===== config.mk =====
export PLATFORM = sky130hd
export DESIGN_NAME = add_round_key_pipe
export DESIGN_NICKNAME = d
export VERILOG_FILES = /design/src/rtl/aes_pkg.sv /design/src/rtl/round_key_store.sv /design/src/rtl/add_round_key_pipe.sv
export SDC_FILE = /design/constraint.sdc
export NUM_CORES = 2
export LEC_CHECK = 0
export CORE_UTILIZATION = 40
export DETAILED_ROUTE_END_ITERATION = 10
export PLACE_DENSITY = 0.56
export SYNTH_ARGS = -nofsm -noshare
export SYNTH_HDL_FRONTEND = slang
export SYNTH_SLANG_ARGS = --single-unit

===== constraint.sdc =====
create_clock -name clk -period 18.2 [get_ports clk]
set_input_delay 5.46 -clock clk [delete_from_list [all_inputs] [get_ports clk]]
set_output_delay 5.46 -clock clk [all_outputs]
set_load 0.005 [all_outputs]

===== src/rtl/aes_pkg.sv =====
// rtl/aes_pkg.sv - shared AES datapath constants and word helpers
package aes_pkg;

  localparam int WORD_W        = 32;
  localparam int AES128_NWORDS = 4;
  localparam int AES128_NKEYS  = 11;
  // Widest state the word helper handles; callers zero-extend narrower vectors.
  localparam int MAX_NWORDS    = 8;

  // Word i of an n-word vector, word 0 being the most significant.
  function automatic logic [WORD_W-1:0] word_sel(
    input logic [WORD_W*MAX_NWORDS-1:0] v,
    input int                           n,
    input int                           i
  );
    return v[WORD_W*(n-1-i) +: WORD_W];
  endfunction

endpackage


===== src/rtl/round_key_store.sv =====
// rtl/round_key_store.sv - round-key register file with per-slot loaded bits
module round_key_store
  import aes_pkg::*;
#(
  parameter int NWORDS = AES128_NWORDS,
  parameter int NKEYS  = AES128_NKEYS,
  parameter int RW     = 4
) (
  input  logic                     clk,
  input  logic                     rst,
  input  logic                     wr_en,
  input  logic [RW-1:0]            wr_idx,
  input  logic [WORD_W*NWORDS-1:0] wr_data,
  input  logic                     clr,
  input  logic [RW-1:0]            rd_idx,
  output logic [WORD_W*NWORDS-1:0] rd_key,
  output logic                     rd_hit
);

  localparam int            DW = WORD_W * NWORDS;
  localparam logic [RW:0]   NK = (RW+1)'(NKEYS);

  logic [DW-1:0]    keys [NKEYS];
  logic [NKEYS-1:0] loaded;
  logic             wr_ok;
  logic             rd_in;

  assign wr_ok = wr_en && ({1'b0, wr_idx} < NK);
  assign rd_in = {1'b0, rd_idx} < NK;

  always_ff @(posedge clk) begin
    if (wr_ok) begin
      keys[wr_idx] <= wr_data;
    end
  end

  // Clear is scheduled before the write so a same-cycle write survives it.
  always_ff @(posedge clk) begin
    if (rst) begin
      loaded <= '0;
    end else begin
      if (clr) begin
        loaded <= '0;
      end
      if (wr_ok) begin
        loaded[wr_idx] <= 1'b1;
      end
    end
  end

  always_comb begin
    rd_key = '0;
    rd_hit = 1'b0;
    if (rd_in) begin
      rd_key = keys[rd_idx];
      rd_hit = loaded[rd_idx];
    end
  end

endmodule


===== src/rtl/add_round_key_pipe.sv =====
// rtl/add_round_key_pipe.sv - pipelined AddRoundKey stage with local key store
module add_round_key_pipe
  import aes_pkg::*;
#(
  parameter int NWORDS = AES128_NWORDS,
  parameter int NKEYS  = AES128_NKEYS,
  parameter int RW     = 4,
  parameter int CNT_W  = 16
) (
  input  logic                     clk,
  input  logic                     rst,
  input  logic                     key_wr_en,
  input  logic [RW-1:0]            key_wr_idx,
  input  logic [WORD_W*NWORDS-1:0] key_wr_data,
  input  logic                     key_clr,
  input  logic                     s_valid,
  output logic                     s_ready,
  input  logic [WORD_W*NWORDS-1:0] s_data,
  input  logic [RW-1:0]            s_round,
  output logic                     m_valid,
  input  logic                     m_ready,
  output logic [WORD_W*NWORDS-1:0] m_data,
  output logic                     m_err,
  output logic [CNT_W-1:0]         err_cnt
);

  localparam int DW = WORD_W * NWORDS;

  logic [DW-1:0]                rd_key;
  logic                         rd_hit;
  logic [WORD_W*MAX_NWORDS-1:0] s_ext;
  logic [WORD_W*MAX_NWORDS-1:0] k_ext;
  logic [DW-1:0]                xored;
  logic                         accept;

  round_key_store #(
    .NWORDS (NWORDS),
    .NKEYS  (NKEYS),
    .RW     (RW)
  ) u_store (
    .clk     (clk),
    .rst     (rst),
    .wr_en   (key_wr_en),
    .wr_idx  (key_wr_idx),
    .wr_data (key_wr_data),
    .clr     (key_clr),
    .rd_idx  (s_round),
    .rd_key  (rd_key),
    .rd_hit  (rd_hit)
  );

  always_comb begin
    s_ext          = '0;
    k_ext          = '0;
    s_ext[DW-1:0]  = s_data;
    k_ext[DW-1:0]  = rd_key;
  end

  for (genvar i = 0; i < NWORDS; i++) begin : g_word
    assign xored[DW-1-WORD_W*i -: WORD_W] =
      word_sel(s_ext, NWORDS, i) ^ word_sel(k_ext, NWORDS, i);
  end

  assign s_ready = !m_valid || m_ready;
  assign accept  = s_valid && s_ready;

  // Missing or out-of-range keys pass the state through untouched and flag it.
  always_ff @(posedge clk) begin
    if (rst) begin
      m_valid <= 1'b0;
      m_data  <= '0;
      m_err   <= 1'b0;
      err_cnt <= '0;
    end else if (accept) begin
      m_valid <= 1'b1;
      m_data  <= rd_hit ? xored : s_data;
      m_err   <= !rd_hit;
      if (!rd_hit && (err_cnt != {CNT_W{1'b1}})) begin
        err_cnt <= err_cnt + 1'b1;
      end
    end else if (m_ready) begin
      m_valid <= 1'b0;
    end
  end

endmodule


==> summary.txt <==
Outcome
  – Status: finished, final reports clean

Worst setup path
  – CP endpoint kind: output port
  – Critical path buffer and inverter count: 2
  – RR Startpoint: u_store.loaded[1]$_SDFF_PP0_
  – Critical path's slowest cell: clkdlybuf4s50_1
  – Critical Path End: s_ready
  – CP top delay family: buffers and inverters
  – Worst endpoint required time: 12740 ps
  – Reg2Reg Depth: 7
  – Crit path from: m_ready
  – Cells along the critical path: clkdlybuf4s50_1, nand2b_1, clkdlybuf4s50_1
  – Worst r2r dst: m_data[79]$_SDFFE_PP0P_
  – Crit Path Max Fanout: 4
  – R2R Setup Slk: 14840 ps
  – Slowest stage delay, CP: 540 ps
  – WP depth: 3
  – Critical path class: input pin to output port
  – Worst Setup Start Kind: input pin
  – Worst EP arrival: 6680 ps
  – Most common cell on crit path: clkdlybuf4s50_1

Layout
  – Area of the multi-input gates: 15500 um^2
  – Final Non-Filler Cells: 6212
  – Share of cells above drive strength 1: 17.4%
  – FF/Latch Area: 45400 um^2
  – Area delta synth->final: 18.8%
  – Fin nets: 4293
  – # fillers: 13092

Run
  – Max-cap viol count: 0

Clock tree
  – # resized after CTS: 0
  – Reg clk slew, reported paths: 60 ps
  – Hold-fix buffers at CTS: 0
  – H-tree depth: 4
  – Clk sinks: 1565
  – CTS root buf: clkbuf_16
  – Worst-skew pair later-pin latency: 810 ps
  – CTS max path bufs: 3
  – Setup bufs post-CTS: 0
  – TritonCTS clock tree: yes
  – Num CTS Buffers: 168

Placement
  – IO buf count: 416
  – Final HPWL DP: 88500 um
  – Placed Cells: 5896
  – Final Wtd Congestion: 0.747
  – Pre-CTS WS: 6060 ps

Global routing
  – GRT Overall Usage: 21.0%
  – First-pass GRT wire length: 241000 um
  – Vias in the first global route: 34443
  – Antenna violations before repair: 36
  – Gr ovfl total: 0
  – Largest net degree at the start of global routing: 146

Die
  – Row Count: 144
  – Die Height: 396 um
  – Io pins: 417
  – Die area: 157000 um^2
  – Die outline width: 396 um
  – Core Region: 154000 um^2
  – Initial Util: 40.3%

Timing
  – Setup tns final: 0 ps
  – Fin crit share: 66.7%
  – Final setup fails: 0
  – Slew HR: 14.5%
  – Min Hold Slack: 473 ps
  – RSZ-0062 raised after global routing: no
  – Final Max Tran Viols: 0
  – F_max: 82.4 MHz
  – Post-Route Skew: 26.9 ps
  – Hold Violations, Final: 0
  – Final worst setup slack: 6060 ps
  – Tightest Pin Transition: 1270 ps
  – Final Critical Period: 12140 ps

Synth
  – Post-Synthesis Cells: 3640
  – Top cell type's share of synthesized area: 68.1%
  – Largest area contributor in the synthesized netlist: edfxtp_1
  – Compound-Gate Fraction of Synth Area: 6.57%
  – Post-synth cell types: 43
  – #FFs+latches synth: 1565
  – Synth Area per Inst: 17.0 um^2
  – Post-synthesis simple-gate area fraction: 6.68%
  – Post-synthesis sequential area ratio: 73.2%
  – Post-Synth Adder-Cell Area: 0.0202%
  – Mux contribution to synthesized area: 11.5%
  – Ranking of synthesized cells by area: edfxtp_1 68%, dfxtp_1 5.1%, mux2_2 4.9%
  – Synth Area in XOR/XNOR: 0%
  – Synthesized Nets: 3911
  – Largest family of logic cells by synthesized area: multiplexers
  – Synthesized area: 62100 um^2
  – Yosys warns: 0

Pwr
  – Max VDD drop: 0.0000758 V
  – Leakage: 23.7 nW
  – PwrDens: 108 nW/um^2

Routing
  – Post-route antenna net violation count: 0
  – Vias per cell: 5.66
  – Routed wire per std cell: 26.9 um
  – Number of iterations in the first detailed-routing pass: 5
  – DRC Markers: 0
  – DRT Wirelength: 167000 um
  – DR iter-0 viols: 2623
  – Via Count: 35163

Hold path
  – Hold Path Cell Cnt: 2
  – HP Class: flip-flop to flip-flop
  – Hold Crit Start: u_store.loaded[5]$_SDFF_PP0_
## report_power, final
group          switching (mW)  internal [mW]
clock                    1.43           1.97
sequential             0.0276           4.00
combinational           0.306          0.222
total                    1.76           6.20
## area by class of cell
cell class / instances / area share [%]
clock buffers: 223 / 6.12
repair buffers: 476 / 6.37
diodes: 4 / 0.0136
multi-input cells: 1804 / 21.0
inverters: 7 / 0.0628
well taps: 2044 / 3.47
flip-flops and latches: 1565 / 61.6
clock inverters: 89 / 1.38
## tightest hold or removal path: cells and delay by family, from the launching register on
family	cells	cell delay, ps
compound gates	1	50
flops	1	310
simple gates	1	60
## through the flow
| step | utilization [%] | instance area (um^2) | total power [mW] |
|---|---|---|---|
| CTS | 47.9 | 73700 | 8.05 |
| floorplan | - | 62100 | 4.37 |
| global route | 47.9 | 73700 | 8.23 |
| detailed placement | 44.3 | 68200 | 4.64 |
| global placement | 44.3 | 68200 | 4.63 |
| finish | 47.9 | 73700 | 7.96 |
## worst min-delay path by stage
stage | endpoint | slack, ps
floorplan | u_store.loaded[2]$_SDFF_PP0_ | 440
global placement | u_store.loaded[6]$_SDFF_PP0_ | 460
detailed placement | u_store.loaded[5]$_SDFF_PP0_ | 470
CTS | u_store.loaded[6]$_SDFF_PP0_ | 470
global route | u_store.loaded[2]$_SDFF_PP0_ | 500
finish | u_store.loaded[5]$_SDFF_PP0_ | 470
## kinds of logic (layout without fill, tap and decap cells)
group                      after synthesis  count (layout)
AOI/OAI and AO/OA                      560             560
DFF                                   1565            1565
other                                    0               4
and+or+nand+nor                        726             726
muxes                                  517             517
buffers and inverters                  271             795
adders and majority gates                1               1
## cell usage in the layout (no fill, tap or decap), drive strengths merged, types with 42 or more instances in the layout
cell type / instances
a211oi: 128
and4: 130
buf: 65
clkbuf: 223
clkdlybuf4s50: 411
clkinv: 67
dfxtp: 157
edfxtp: 1408
mux2: 271
mux2i: 116
mux4: 130
nand2: 57
nand2b: 95
nor2: 234
nor2b: 43
nor4: 129
o211ai: 91
o21ai: 42
o22ai: 91
o31ai: 102
## synth_stat cells, drive strengths merged
cell type,n
o2bb2ai,38
or3,3
nand3,10
dfxtp,157
edfxtp,1408
nor2b,43
and2,2
o21ba,1
mux2,271
a221o,38
or4,12
nor4,129
nor3,2
buf,102
o31ai,102
a211oi,128
nand4,1
o21ai,42
o211ai,91
a21oi,25
a21o,2
o22a,2
nor2,234
mux2i,116
clkbuf,162
nand2,57
and4,130
mux4,130
ha,1
o22ai,91
and3,4
or2,2
clkinv,1
inv,6
or3b,1
nand4b,1
nand2b,95
## sequential cells by signal, indices dropped and copies added (netlist names)
| name | cells |
|---|---|
| err_cnt | 16 |
| m_valid | 1 |
| m_data | 128 |
| u_store.keys | 1408 |
| u_store.loaded | 11 |
| m_err | 1 |
## metal layers
| layer | wire length, um | vias to the layer above | track usage [%] | part of all wire, % |
|---|---|---|---|---|
| met5 | 306 | - | 0 | 0.18 |
| met4 | 3270 | 46 | 5.30 | 2.0 |
| met3 | 11200 | 237 | 5.12 | 6.7 |
| met2 | 75700 | 1042 | 31.7 | 45 |
| met1 | 76900 | 18275 | 30.6 | 46 |
| li1 | - | 15563 | - | - |
Power figures use the tool's default switching activity.
